File: src/rtl/inst_fetch_unit.sv
// inst_fetch_unit: drives the PC, issues word fetches to instruction memory and queues returned words for decode.
// Optional misaligned-PC blocking is compiled in by defining FETCH_ALIGN_CHECK_EN.
module inst_fetch_unit #(
    parameter int          DEPTH           = 4,
    parameter int          MAX_OUTST       = 2,
    parameter logic [31:0] INST_START_FROM = 32'h0040_0000
) (
    input  logic        clk,
    input  logic        rst,
    input  logic [31:0] pc,
    output logic [1:0]  cmd,
    output logic [31:0] load_pc,
    input  logic        redirect_valid,
    input  logic [31:0] redirect_addr,
    output logic        req_valid,
    input  logic        req_ready,
    output logic [31:0] req_addr,
    input  logic        rsp_valid,
    input  logic [31:0] rsp_data,
    output logic        inst_valid,
    input  logic        inst_ready,
    output logic [31:0] inst_data,
    output logic [31:0] inst_pc,
    output logic        misalign_err
);
    localparam logic [1:0] CMD_NONE = 2'd0;
    localparam logic [1:0] CMD_INC  = 2'd1;
    localparam logic [1:0] CMD_LOAD = 2'd2;
    localparam int CW = $clog2(DEPTH) + 1;
    localparam int OW = $clog2(MAX_OUTST) + 1;
    localparam int PW = $clog2(DEPTH);
    localparam int AW = (MAX_OUTST > 1) ? $clog2(MAX_OUTST) : 1;

    typedef enum logic [1:0] {IDLE, RUN, DRAIN} state_t;

    state_t          state_q, state_d;
    logic [CW-1:0]   count_q, count_d;
    logic [OW-1:0]   outst_q, outst_d;
    logic [OW-1:0]   discard_q, discard_d;
    logic [PW-1:0]   wr_ptr_q, wr_ptr_d;
    logic [PW-1:0]   rd_ptr_q, rd_ptr_d;
    logic [AW-1:0]   aq_wr_q, aq_wr_d;
    logic [AW-1:0]   aq_rd_q, aq_rd_d;
    logic [31:0]     fifo_data_q [DEPTH];
    logic [31:0]     fifo_data_d [DEPTH];
    logic [31:0]     fifo_pc_q [DEPTH];
    logic [31:0]     fifo_pc_d [DEPTH];
    logic [31:0]     aq_q [MAX_OUTST];
    logic [31:0]     aq_d [MAX_OUTST];

    logic rsp_fire, req_fire, redirect, pop, push, credit_ok, align_block;

`ifdef FETCH_ALIGN_CHECK_EN
    logic misalign_q, misalign_d;
`endif

    function automatic logic [AW-1:0] aq_inc(input logic [AW-1:0] p);
        return (32'(p) == MAX_OUTST - 1) ? '0 : p + AW'(1);
    endfunction

    always_comb begin
        state_d     = state_q;
        count_d     = count_q;
        outst_d     = outst_q;
        discard_d   = discard_q;
        wr_ptr_d    = wr_ptr_q;
        rd_ptr_d    = rd_ptr_q;
        aq_wr_d     = aq_wr_q;
        aq_rd_d     = aq_rd_q;
        fifo_data_d = fifo_data_q;
        fifo_pc_d   = fifo_pc_q;
        aq_d        = aq_q;
        cmd         = CMD_NONE;
        load_pc     = INST_START_FROM;
        push        = 1'b0;

        rsp_fire  = rsp_valid && (outst_q != '0);
        redirect  = rst && redirect_valid && (state_q != IDLE);
        pop       = inst_valid && inst_ready;
        credit_ok = (32'(count_q) + 32'(outst_q) < 32'(DEPTH)) && (32'(outst_q) < 32'(MAX_OUTST));

`ifdef FETCH_ALIGN_CHECK_EN
        misalign_d  = misalign_q;
        align_block = (state_q == RUN) && (pc[1:0] != 2'b00);
        if (rst && align_block) begin
            misalign_d = 1'b1;
        end
`else
        align_block = 1'b0;
`endif

        req_valid = rst && (state_q == RUN) && credit_ok && !redirect_valid && !align_block;
        req_fire  = req_valid && req_ready;

        if (req_fire) begin
            cmd           = CMD_INC;
            aq_d[aq_wr_q] = pc;
            aq_wr_d       = aq_inc(aq_wr_q);
        end
        if (rsp_fire) begin
            aq_rd_d = aq_inc(aq_rd_q);
        end
        outst_d = outst_q + OW'(req_fire) - OW'(rsp_fire);

        // A response landing in the redirect cycle is stale too, so it never reaches the flushed FIFO.
        if (redirect) begin
            cmd       = CMD_LOAD;
            load_pc   = redirect_addr;
            count_d   = '0;
            wr_ptr_d  = '0;
            rd_ptr_d  = '0;
            discard_d = outst_q - OW'(rsp_fire);
            state_d   = (discard_d != '0) ? DRAIN : RUN;
        end else begin
            push = rsp_fire && (discard_q == '0);
            if (push) begin
                fifo_data_d[wr_ptr_q] = rsp_data;
                fifo_pc_d[wr_ptr_q]   = aq_q[aq_rd_q];
                wr_ptr_d              = wr_ptr_q + PW'(1);
            end
            if (rsp_fire && (discard_q != '0)) begin
                discard_d = discard_q - OW'(1);
            end
            if (pop) begin
                rd_ptr_d = rd_ptr_q + PW'(1);
            end
            count_d = count_q + CW'(push) - CW'(pop);
            case (state_q)
                IDLE:    state_d = RUN;
                DRAIN:   if (discard_d == '0) state_d = RUN;
                default: state_d = state_q;
            endcase
        end
    end

    always_ff @(posedge clk) begin
        if (!rst) begin
            state_q   <= IDLE;
            count_q   <= '0;
            outst_q   <= '0;
            discard_q <= '0;
            wr_ptr_q  <= '0;
            rd_ptr_q  <= '0;
            aq_wr_q   <= '0;
            aq_rd_q   <= '0;
`ifdef FETCH_ALIGN_CHECK_EN
            misalign_q <= 1'b0;
`endif
        end else begin
            state_q   <= state_d;
            count_q   <= count_d;
            outst_q   <= outst_d;
            discard_q <= discard_d;
            wr_ptr_q  <= wr_ptr_d;
            rd_ptr_q  <= rd_ptr_d;
            aq_wr_q   <= aq_wr_d;
            aq_rd_q   <= aq_rd_d;
`ifdef FETCH_ALIGN_CHECK_EN
            misalign_q <= misalign_d;
`endif
        end
    end

    // Storage arrays carry no reset; occupancy is tracked by the counters and pointers above.
    always_ff @(posedge clk) begin
        fifo_data_q <= fifo_data_d;
        fifo_pc_q   <= fifo_pc_d;
        aq_q        <= aq_d;
    end

    assign req_addr   = pc;
    assign inst_valid = (count_q != '0);
    assign inst_data  = fifo_data_q[rd_ptr_q];
    assign inst_pc    = fifo_pc_q[rd_ptr_q];
`ifdef FETCH_ALIGN_CHECK_EN
    assign misalign_err = misalign_q;
`else
    assign misalign_err = 1'b0;
`endif

    assert property (@(posedge clk) disable iff (!rst) !(rsp_valid && (outst_q == '0)));
    assert property (@(posedge clk) disable iff (!rst)
        (32'(count_q) <= 32'(DEPTH)) && (32'(outst_q) <= 32'(MAX_OUTST)) && (discard_q <= outst_q));

endmodule
File: config.mk
export PLATFORM = sky130hd
export DESIGN_NAME = inst_fetch_unit
export DESIGN_NICKNAME = d
export VERILOG_FILES = /design/src/rtl/inst_fetch_unit.sv
export SDC_FILE = /design/constraint.sdc
export NUM_CORES = 1
export LEC_CHECK = 0
export ABC_CLOCK_PERIOD_IN_PS = 4350
export BUFFER_PORTS_ARGS = -buffer_cell sky130_fd_sc_hd__buf_2
export CAP_MARGIN = 10
export CORE_MARGIN = 2
export CORE_UTILIZATION = 58
export CTS_BUF_LIST = sky130_fd_sc_hd__clkbuf_8
export DETAILED_ROUTE_END_ITERATION = 10
export GPL_TIMING_DRIVEN = 0
export PLACE_DENSITY = 0.9
export SYNTH_ARGS = -nofsm -noshare
export SYNTH_HDL_FRONTEND = slang
export SYNTH_SLANG_ARGS = --single-unit
File: constraint.sdc
create_clock -name clk -period 4.35 [get_ports clk]
set_clock_uncertainty 0.05 [all_clocks]
set_input_delay 0.87 -clock clk [delete_from_list [all_inputs] [get_ports clk]]
set_output_delay 0.87 -clock clk [all_outputs]
set_load 0.1 [all_outputs]
==> flow_metrics.env, run 1 <==
export IMPL_status="completed"
export IMPL_synth_flop_cell="edfxtp_1"
export IMPL_reg2reg_to="count_q[2]$_SDFF_PP0_"
export IMPL_cts_tree="done"
export IMPL_synth_adder_area_share_pct=1.30
export IMPL_min_period_ns=3.18
export IMPL_synth_compound_area_share_pct=0.658
export IMPL_yosys_area_top_type="edfxtp_1"
export IMPL_worst_r2r_cell_count=10
export IMPL_root_buffer="clkbuf_8"
export IMPL_pwr_share_seq_pct=42.5
export IMPL_hold_path_class="reg -> reg"
export IMPL_leakage_nw=5.66
export IMPL_crit_path_max_fanout=5
export IMPL_ctsHoldBuffers=0
export IMPL_powerDensity_nw_per_um2=573
export IMPL_start_util_pct=59.2
export IMPL_clockBufferDepth=3
export IMPL_post_cts_setup_buffer_count=0
export IMPL_cpPeakStageDelay_ns=0.47
export IMPL_synth_top_cells_by_area="edfxtp_1, mux4_2, mux2_2"
export IMPL_finalCritPeriodShare_pct=73.0
export IMPL_antenna_cells=0
export IMPL_grt_first_pass_wirelength_um=38000
export IMPL_setup_tns_ns=0
export IMPL_core_rowCount=54
export IMPL_cts_buffers=50
export IMPL_drt_pass1_iter_count=6
export IMPL_grt_pass1_vias=7062
export IMPL_synthCells=606
export IMPL_worstMarginPinSlew_ns=0.846
export IMPL_detail_route_antenna_nets=0
export IMPL_viasPerCell=5.41
export IMPL_synthArstFlopShare_pct=0
export IMPL_r2r_setup_slack_ns=1.93
export IMPL_final_nets=1010
export IMPL_setup_worst_path_end_class="output pin"
export IMPL_final_area_um2=15500
export IMPL_slew_violations=0
export IMPL_synth_area_um2=12900
export IMPL_ys_ff_latch=335
export IMPL_htree_levels=2
export IMPL_grt_max_degree=59
export IMPL_crit_required_ns=3.43
export IMPL_vias=6563
export IMPL_cts_num_sinks=335
export IMPL_core_area_um2=21800
export IMPL_rsz0062_at_grt="false"
export IMPL_r2r_start="outst_q[1]$_SDFF_PN0_"
export IMPL_cts_reportedPaths_clkPinSlew_ns=0.06
export IMPL_drv_cap=0
export IMPL_worstPathArrival_ns=2.26
export IMPL_endpoint="cmd[0]"
export IMPL_io_pins=235
export IMPL_synth_top_area_share_pct=74.4
export IMPL_avgSynthCellArea_um2=21.3
export IMPL_path_buf_inv=1
export IMPL_setup_viol=0
export IMPL_postPlaceCellArea_um2=14600
export IMPL_peakVddDrop_uv=352
export IMPL_critPathTopFamily="simple AND/OR/NAND/NOR gates"
export IMPL_post_cts_resized=0
export IMPL_hold_viol_final=0
export IMPL_p_sw_w=0.00333
export IMPL_crit_start="outst_q[1]$_SDFF_PN0_"
export IMPL_area_delta_synth_final_pct=19.8
export IMPL_synth_mux_area_share_pct=13.9
export IMPL_ys_seq_area_share_pct=76.7
export IMPL_dieArea_um2=23500
export IMPL_crit_type="reg -> out"
export IMPL_synth_simple_area_share_pct=3.20
export IMPL_slowest_stage="dfxtp_1"
export IMPL_switching_share_pct=37.5
export IMPL_cp_start_kind="register"
export IMPL_synth_top_family_by_area="multiplexers"
export IMPL_worstSetupPathDepth=5
export IMPL_p_comb_share_pct=31.9
export IMPL_groute_usage_overall_pct=21.2
export IMPL_yosysMostFrequentCell="edfxtp_1"
export IMPL_yosysWarnings=0
export IMPL_io_buffers=233
export IMPL_clock_latency_ns=0.56
export IMPL_drtIter0Drc=369
export IMPL_die_height_um=153
export IMPL_max_clock_freq_mhz=315
export IMPL_critical_path_cell_chain="ha_1, nand3_1, and4_4, and2_4, buf_2"
export IMPL_p_int_w=0.00554
export IMPL_synth_xor_xnor_area_share_pct=0.678
export IMPL_wl_per_cell_um=20.2
export IMPL_synth_edf_count=320
export IMPL_relSlewSlack_pct=43.5
export IMPL_overflow=0
export IMPL_hpwl_um=15800
export IMPL_yosys_top_cells_count="edfxtp_1, mux4_2, and2_1, buf_4, mux2_2"
export IMPL_routed_wl_um=24500
export IMPL_drive_gt1_share_pct=49.5
export IMPL_drc_errors=0
export IMPL_synth_cell_types=38
export IMPL_synth_fp_nets=720
export IMPL_die_w_um=153
export IMPL_clockPowerShare_pct=25.6
export IMPL_antenna_found_initial=0
export IMPL_gp_congestion=0.957
==> logic make-up (layout without fill, tap and decap cells) <==
family                   after synthesis  after routing
other                                  1              1
AO/OA/AOI/OAI                         12             12
adder cells (fa/ha/maj)               13             13
multiplexers                          96             96
AND/OR/NAND/NOR                       69             69
flip-flops                           335            335
XOR/XNOR                              10             10
buffers and inverters                 70            398
==> power by group through the flow <==
stage | Sequential (W) | Combinational [W] | Clock, W
final | 0.00377 | 0.00282 | 0.00227
after floorplan | 0.00382 | 0.00238 | 0
after global routing | 0.00378 | 0.00294 | 0.00247
after CTS | 0.00377 | 0.00285 | 0.00234
after detailed placement | 0.00384 | 0.00284 | 0
after global placement | 0.00384 | 0.00279 | 0
==> flip-flops by register name, indices dropped and copies added, names as in the netlist <==
| register | cells |
|---|---|
| aq_wr_q | 1 |
| outst_q | 2 |
| state_q | 2 |
| aq_rd_q | 1 |
| aq_q | 64 |
| count_q | 3 |
| discard_q | 2 |
| rd_ptr_q | 2 |
| fifo_data_q | 128 |
| wr_ptr_q | 2 |
| fifo_pc_q | 128 |
==> layout by cell type, fill, tap and decap left out, types with 2 or more instances in the layout <==
cell	instances
a21oi_1	5
buf_4	36
buf_6	5
mux4_2	64
ha_1	11
clkinv_1	10
and2_1	32
clkbuf_2	2
xnor2_1	8
nor3b_2	2
nand3_1	4
dfxtp_1	15
buf_16	4
buf_2	243
nand2_1	8
xor2_1	2
inv_1	32
and3_1	3
inv_2	2
mux2_2	32
and2_4	5
clkbuf_1	2
nor2_1	9
clkinv_2	6
clkbuf_8	51
edfxtp_1	320
==> layer usage <==
layer	GRT usage (%)	vias up	part of all wire, %
li1	-	2968	-
met2	38.5	242	54
met3	3.94	51	5.0
met1	25.6	3302	38
met4	7.14	0	2.6
met5	0	-	0
==> worst min-delay path: cells and delay by family (launching register included) <==
family          cells  cell delay [ns]
flops               1             0.33
simple gates        1             0.06
compound gates      1             0.06
==> through the flow <==
stage	setup WS (ns)	cells	util (%)	power (W)	hold WS [ns]
detailed placement	1.18	1124	66.8	0.00668	0.449
floorplan	0.659	606	-	0.00621	0.419
global placement	-0.467	1119	66.2	0.00663	0.436
finish	1.17	1214	70.9	0.00886	0.454
CTS	1.10	1214	70.9	0.00896	0.427
global route	1.06	1214	70.9	0.00919	0.433
==> layout make-up <==
type | instances | area [um2]
sequential | 335 | 9910
fill | 1328 | 6340
multi-input combinational | 201 | 2580
timing repair buffer | 238 | 1300
clock buffer | 51 | 702
buffer | 55 | 394
tap | 280 | 350
clock inverter | 39 | 191
inverter | 15 | 58.8
==> worst min path at each step <==
stage                             startpoint                        to  slack, ns  cells past startpoint
detailed placement  wr_ptr_q[1]$_SDFFE_PP0P_  wr_ptr_q[1]$_SDFFE_PP0P_       0.45                      2
finish              wr_ptr_q[1]$_SDFFE_PP0P_  wr_ptr_q[1]$_SDFFE_PP0P_       0.45                      2
floorplan           wr_ptr_q[1]$_SDFFE_PP0P_  wr_ptr_q[1]$_SDFFE_PP0P_       0.42                      2
global placement    wr_ptr_q[1]$_SDFFE_PP0P_  wr_ptr_q[1]$_SDFFE_PP0P_       0.44                      2
CTS                                    pc[8]        aq_q[40]$_DFFE_PP_       0.43                      1
global route                          pc[13]        aq_q[45]$_DFFE_PP_       0.43                      1
Power figures use the tool's default switching activity.
==> run 2, diff against run 1 <==
==> config.mk (replaced) <==
export PLATFORM = sky130hd
export DESIGN_NAME = inst_fetch_unit
export DESIGN_NICKNAME = d
export VERILOG_FILES = /design/src/rtl/inst_fetch_unit.sv
export SDC_FILE = /design/constraint.sdc
export NUM_CORES = 1
export LEC_CHECK = 0
export ABC_CLOCK_PERIOD_IN_PS = 2690
export BUFFER_PORTS_ARGS = -buffer_cell sky130_fd_sc_hd__buf_2
export CAP_MARGIN = 10
export CORE_MARGIN = 2
export CORE_UTILIZATION = 52
export CTS_BUF_LIST = sky130_fd_sc_hd__clkbuf_8
export DETAILED_ROUTE_END_ITERATION = 10
export GPL_TIMING_DRIVEN = 0
export PLACE_DENSITY = 0.85
export SYNTH_ARGS = -nofsm -noshare
export SYNTH_HDL_FRONTEND = slang
export SYNTH_SLANG_ARGS = --single-unit
==> constraint.sdc (replaced) <==
create_clock -name clk -period 2.69 [get_ports clk]
set_clock_uncertainty 0.05 [all_clocks]
set_input_delay 0.538 -clock clk [delete_from_list [all_inputs] [get_ports clk]]
set_output_delay 0.538 -clock clk [all_outputs]
set_load 0.1 [all_outputs]
==> run 2 against run 1 <==
  * Worst hold slack got worse by 0.31 ns
  * Cell count increased by 3.3%
  * Sequential power increased by 62%
  * Total power increased by 65%
  * Flip-flop and latch count unchanged
  * Sequential share of layout area decreased by 1.5 points
  * Die area increased by 11%
  * Wire length increased by 2.3%
  * Critical endpoint is now inst_pc[3]
  * Register-to-register slack got worse by 1.7 ns
  * Clock-buffer cell count increased by 1
==> flow_metrics.env, run 2 (synthesized netlist as in run 1, its figures left out) <==
export IMPL_status="completed"
export IMPL_nFillCells=1659
export IMPL_drc_errors=0
export IMPL_leakage_nw=5.74
export IMPL_dieArea_um2=26100
export IMPL_use_met1_pct=22.7
export IMPL_r2r_setup_slack_ns=0.20
export IMPL_grt_met2_usage_pct=35.6
export IMPL_root_buffer="clkbuf_8"
export IMPL_cts_tree="done"
export IMPL_antenna_cells=0
export IMPL_clockPowerShare_pct=24.9
export IMPL_core_area_um2=24400
export IMPL_hold_path_class="in -> reg"
export IMPL_drtIter0Drc=296
export IMPL_die_w_um=162
export IMPL_peakVddDrop_uv=555
export IMPL_clockBufferDepth=3
export IMPL_io_pins=235
export IMPL_grt_max_degree=43
export IMPL_grt_busiest_layer="met2"
export IMPL_worstMarginPinSlew_ns=1.07
export IMPL_critical_path_cell_chain="buf_12, buf_4, mux4_2, buf_4"
export IMPL_htree_levels=2
export IMPL_antenna_found_initial=0
export IMPL_cpPeakStageDelay_ns=0.54
export IMPL_cp_common_cell="buf_4"
export IMPL_die_height_um=162
export IMPL_viasPerCell=5.24
export IMPL_drv_cap=0
export IMPL_hold_viol_final=0
export IMPL_layout_common_cells="edfxtp_1, buf_2, buf_4"
export IMPL_powerDensity_nw_per_um2=921
export IMPL_worstPathArrival_ns=2.03
export IMPL_crit_required_ns=2.10
export IMPL_setup_viol=0
export IMPL_cts_buffers=51
export IMPL_area_delta_synth_final_pct=22.8
export IMPL_switching_share_pct=36.8
export IMPL_relSlewSlack_pct=28.5
export IMPL_setup_tns_ns=0
export IMPL_grt_first_pass_wirelength_um=38200
export IMPL_slowest_stage="mux4_2"
export IMPL_rsz0062_at_grt="false"
export IMPL_ctsHoldBuffers=0
export IMPL_slew_violations=0
export IMPL_final_nets=1012
export IMPL_path_buf_inv=3
export IMPL_start_util_pct=53.0
export IMPL_setup_worst_path_end_class="output pin"
export IMPL_fin_hold_ws_ns=0.144
export IMPL_p_sw_w=0.00539
export IMPL_p_int_w=0.00923
export IMPL_min_period_ns=2.62
export IMPL_drive_gt1_share_pct=49.6
export IMPL_crit_path_max_fanout=7
export IMPL_use_met3_pct=3.57
export IMPL_gp_congestion=0.924
export IMPL_p_comb_share_pct=33.3
export IMPL_reg_top3="fifo_data_q: 128 flops, fifo_pc_q: 128 flops, aq_q: 64 flops"
export IMPL_cts_num_sinks=335
export IMPL_drt_pass1_iter_count=4
export IMPL_max_clock_freq_mhz=382
export IMPL_crit_type="reg -> out"
export IMPL_cts_reportedPaths_clkPinSlew_ns=0.06
export IMPL_routed_wl_um=25100
export IMPL_groute_usage_overall_pct=19.3
export IMPL_io_buffers=233
export IMPL_detail_route_antenna_nets=0
export IMPL_pwr_share_seq_pct=41.7
export IMPL_wl_per_cell_um=20.0
export IMPL_vias=6573
export IMPL_overflow=0
export IMPL_clock_latency_ns=0.54
export IMPL_final_common_cell="edfxtp_1"
export IMPL_finalCritPeriodShare_pct=97.2
export IMPL_hpwl_um=16400
export IMPL_cp_start_kind="register"
export IMPL_critPathTopFamily="buffers and inverters"
export IMPL_core_rowCount=57
export IMPL_grt_pass1_vias=7097
==> run 2: changes by cell type in the layout (fill, tap and decap cells not counted), sizes merged <==
cell      change
clkinv        -5
clkinvlp      -1
clkbuf        +2
==> run 2: worst register-to-register path, cell delays in order, from the launching register on <==
cell,delay (ns)
dfxtp_1,0.43
ha_1,0.27
nand3_1,0.08
and4_4,0.25
and2_4,0.16
inv_2,0.05
nor2_4,0.80
==> run 2: per-layer routing <==
layer	vias to the layer above	wire, um	part of all wire, %
met4	0	686	2.7
met3	47	1280	5.1
met1	3323	9420	38
met2	226	13700	55
li1	2977	-	-
met5	-	0	0
==> run 2: area by class of cell <==
| cell class | instances | area, um2 | share of cell area, % |
|---|---|---|---|
| flip-flops and latches | 335 | 9910 | 62.5 |
| multi-input cells | 201 | 2580 | 16.3 |
| repair buffers | 239 | 1590 | 10.0 |
| clock buffers | 52 | 716 | 4.51 |
| plain buffers | 55 | 434 | 2.74 |
| well taps | 324 | 405 | 2.56 |
| clock inverters | 33 | 164 | 1.03 |
| inverters | 15 | 58.8 | 0.371 |
==> run 2: what timing repair did <==
| item | in CTS | in global routing |
|---|---|---|
| gates resized for setup | 107 | 20 |
| setup buffers | 2 | 0 |
| cloned | 0 | 0 |
| setup endpoints to repair | 94 | 65 |
==> run 2: path summary, 6_finish.rpt <==
check,startpoint,endpoint,cells after the start
worst max-delay path,rd_ptr_q[0]$_SDFFE_PP0P_,inst_pc[3],4
worst min-delay path,pc[9],aq_q[9]$_DFFE_PP_,1
worst max register to register,count_q[1]$_SDFF_PP0_,aq_q[31]$_DFFE_PP_,6
worst min register to register,wr_ptr_q[1]$_SDFFE_PP0P_,wr_ptr_q[1]$_SDFFE_PP0P_,2
==> run 2: per-stage QoR <==
step                      power (W)  cell area, um2  std cells  setup slack, ns  utilization [%]
after CTS                    0.0147           15800       1254          -0.0406             64.8
after floorplan              0.0100           12900        606           0.0282                -
after detailed placement     0.0108           14600       1167            0.137             59.9
after global routing         0.0151           15900       1254         0.000510             65.0
final                        0.0146           15900       1254           0.0743             65.0
after global placement       0.0107           14500       1163           -0.499             59.5
==> run 2: power groups by stage <==
stage                     clock [W]  sequential (W)  combinational (W)
after floorplan                   0         0.00618            0.00386
after global placement            0         0.00620            0.00453
after detailed placement          0         0.00621            0.00461
after CTS                   0.00374         0.00610            0.00486
after global routing        0.00395         0.00612            0.00507
final                       0.00365         0.00610            0.00487
==> run 3, diff against run 2 <==
--- a/config.mk
+++ b/config.mk
@@ -7,13 +7,14 @@
 export LEC_CHECK = 0
 export ABC_CLOCK_PERIOD_IN_PS = 2690
 export BUFFER_PORTS_ARGS = -buffer_cell sky130_fd_sc_hd__buf_2
-export CAP_MARGIN = 10
+export CAP_MARGIN = 30
 export CORE_MARGIN = 2
 export CORE_UTILIZATION = 52
 export CTS_BUF_LIST = sky130_fd_sc_hd__clkbuf_8
 export DETAILED_ROUTE_END_ITERATION = 10
 export GPL_TIMING_DRIVEN = 0
 export PLACE_DENSITY = 0.85
+export RECOVER_POWER = 100
 export SYNTH_ARGS = -nofsm -noshare
 export SYNTH_HDL_FRONTEND = slang
 export SYNTH_SLANG_ARGS = --single-unit
==> run 3 against run 2 <==
  * Wire length fell by 0.85%
  * Combinational power rose by 1%
  * Non-clock buffer count rose by 1
  * Cell count rose by 0.40%
  * Maximum frequency barely moved
  * Via count rose by 0.32%
  * Clock-buffer cell count rose by 2
  * Flip-flop and latch count did not move
==> flow_metrics.env, run 3 (synthesized netlist as in run 1, its figures left out) <==
export IMPL_cts_num_sinks=335
export IMPL_r2r_setup_slack_ns=0.20
export IMPL_cp_start_kind="register"
export IMPL_clock_latency_ns=0.56
export IMPL_gp_congestion=0.924
export IMPL_drt_pass1_iter_count=4
export IMPL_hold_viol_final=0
export IMPL_start_util_pct=53.0
export IMPL_crit_required_ns=2.10
export IMPL_dieArea_um2=26100
export IMPL_critical_path_cell_chain="buf_12, buf_12, mux4_2, buf_6"
export IMPL_grt_max_degree=43
export IMPL_grt_pass1_vias=7113
export IMPL_setup_worst_path_end_class="output pin"
export IMPL_cp_common_cell="buf_12"
export IMPL_final_area_um2=15800
export IMPL_leakage_nw=5.48
export IMPL_grt_first_pass_wirelength_um=38100
export IMPL_io_buffers=233
export IMPL_viasPerCell=5.24
export IMPL_worstMarginPinSlew_ns=1.19
export IMPL_vias=6594
export IMPL_max_clock_freq_mhz=383
export IMPL_core_area_um2=24400
export IMPL_cts_tree="done"
export IMPL_wl_per_cell_um=19.7
export IMPL_detail_route_antenna_nets=0
export IMPL_reg_top3="fifo_data_q: 128 flops, fifo_pc_q: 128 flops, aq_q: 64 flops"
export IMPL_relSlewSlack_pct=21.2
export IMPL_antenna_found_initial=0
export IMPL_dp_cells=1168
export IMPL_clockBufferDepth=3
export IMPL_fin_ws_ns=0.0765
export IMPL_total_power_w=0.0146
export IMPL_postPlaceCellArea_um2=14600
export IMPL_setup_viol=0
export IMPL_drtIter0Drc=338
export IMPL_overflow=0
export IMPL_cpPeakStageDelay_ns=0.54
export IMPL_hpwl_um=16300
export IMPL_root_buffer="clkbuf_8"
export IMPL_antenna_cells=0
export IMPL_cts_buffers=51
export IMPL_min_period_ns=2.61
export IMPL_pre_cts_slack_ns=0.159
export IMPL_final_common_cell="edfxtp_1"
export IMPL_cts_reportedPaths_clkPinSlew_ns=0.06
export IMPL_die_w_um=162
export IMPL_io_pins=235
export IMPL_worstPathArrival_ns=2.03
export IMPL_groute_usage_overall_pct=19.3
export IMPL_drv_cap=0
export IMPL_drive_gt1_share_pct=35.5
export IMPL_area_delta_synth_final_pct=22.4
export IMPL_crit_type="reg -> out"
export IMPL_rsz0062_at_grt="true"
export IMPL_fin_cells=1259
export IMPL_drc_errors=0
export IMPL_powerDensity_nw_per_um2=926
export IMPL_routed_wl_um=24900
export IMPL_final_nets=1013
export IMPL_status="completed"
export IMPL_layout_common_cells="edfxtp_1, clkbuf_1, buf_4"
export IMPL_htree_levels=2
export IMPL_crit_path_max_fanout=10
export IMPL_peakVddDrop_uv=693
export IMPL_finalCritPeriodShare_pct=97.2
export IMPL_hold_path_class="in -> reg"
export IMPL_slew_violations=0
export IMPL_die_height_um=162
export IMPL_core_rowCount=57
export IMPL_slowest_stage="mux4_2"
export IMPL_setup_tns_ns=0
run 3: cell count changes in the layout (fill, tap and decap cells not counted), moves of 17 or more:
cell and change:
clkbuf_4 +17, mux2_2 -32, mux2_1 +32, buf_4 -32, clkbuf_1 +100, buf_2 -108
run 3: final cells by class:
class / count / area, um2
Sequential cell: 335 / 9910
Fill cell: 1700 / 8570
Clock buffer: 54 / 743
Tap cell: 324 / 405
Timing Repair Buffer: 240 / 1520
Buffer: 55 / 453
Inverter: 15 / 58.8
Clock inverter: 35 / 150
Multi-Input combinational cell: 201 / 2570
run 3: worst paths after layout:
kind                            depth (start not counted)                startpoint                       end
worst min-delay path                                    1                     pc[9]         aq_q[9]$_DFFE_PP_
worst max register to register                          6     outst_q[1]$_SDFF_PN0_   fifo_pc_q[87]$_DFFE_PP_
worst max-delay path                                    4  rd_ptr_q[0]$_SDFFE_PP0P_               inst_pc[23]
worst min register to register                          2  wr_ptr_q[1]$_SDFFE_PP0P_  wr_ptr_q[1]$_SDFFE_PP0P_
run 3: metrics by stage:
step / hold WS (ns) / utilization (%)
floorplan: 0.419 / -
global placement: 0.445 / 59.5
detailed placement: 0.450 / 60.0
CTS: 0.0872 / 65.4
global route: 0.132 / 64.9
finish: 0.152 / 64.9
run 3: critical path: cells and delay by family, from the launching register on:
kind                   cells  cell delay, ns
buffers and inverters      3            0.53
flip-flops                 1            0.38
multiplexers               1            0.54
run 3: per-layer routing:
metal	routed length (um)	share of wire [%]	global-route usage [%]	up-vias
met5	0	0	0	-
met4	695	2.8	7.36	0
met3	1370	5.5	3.60	46
met2	13400	54	34.6	230
met1	9410	38	23.3	3339
li1	-	-	-	2979
run 3: repair_timing:
action	in CTS	in global routing
buffers inserted	2	0
endpoints found under the setup margin	95	55
gates resized for setup	132	14
pin swaps	0	0
hold buffers	0	0
endpoints found under the hold margin	0	0
run 3: power breakdown:
part           switching (W)  internal (W)  total (W)
combinational        0.00354       0.00137    0.00492
sequential         0.0000905       0.00601    0.00610
clock                0.00178       0.00185    0.00363
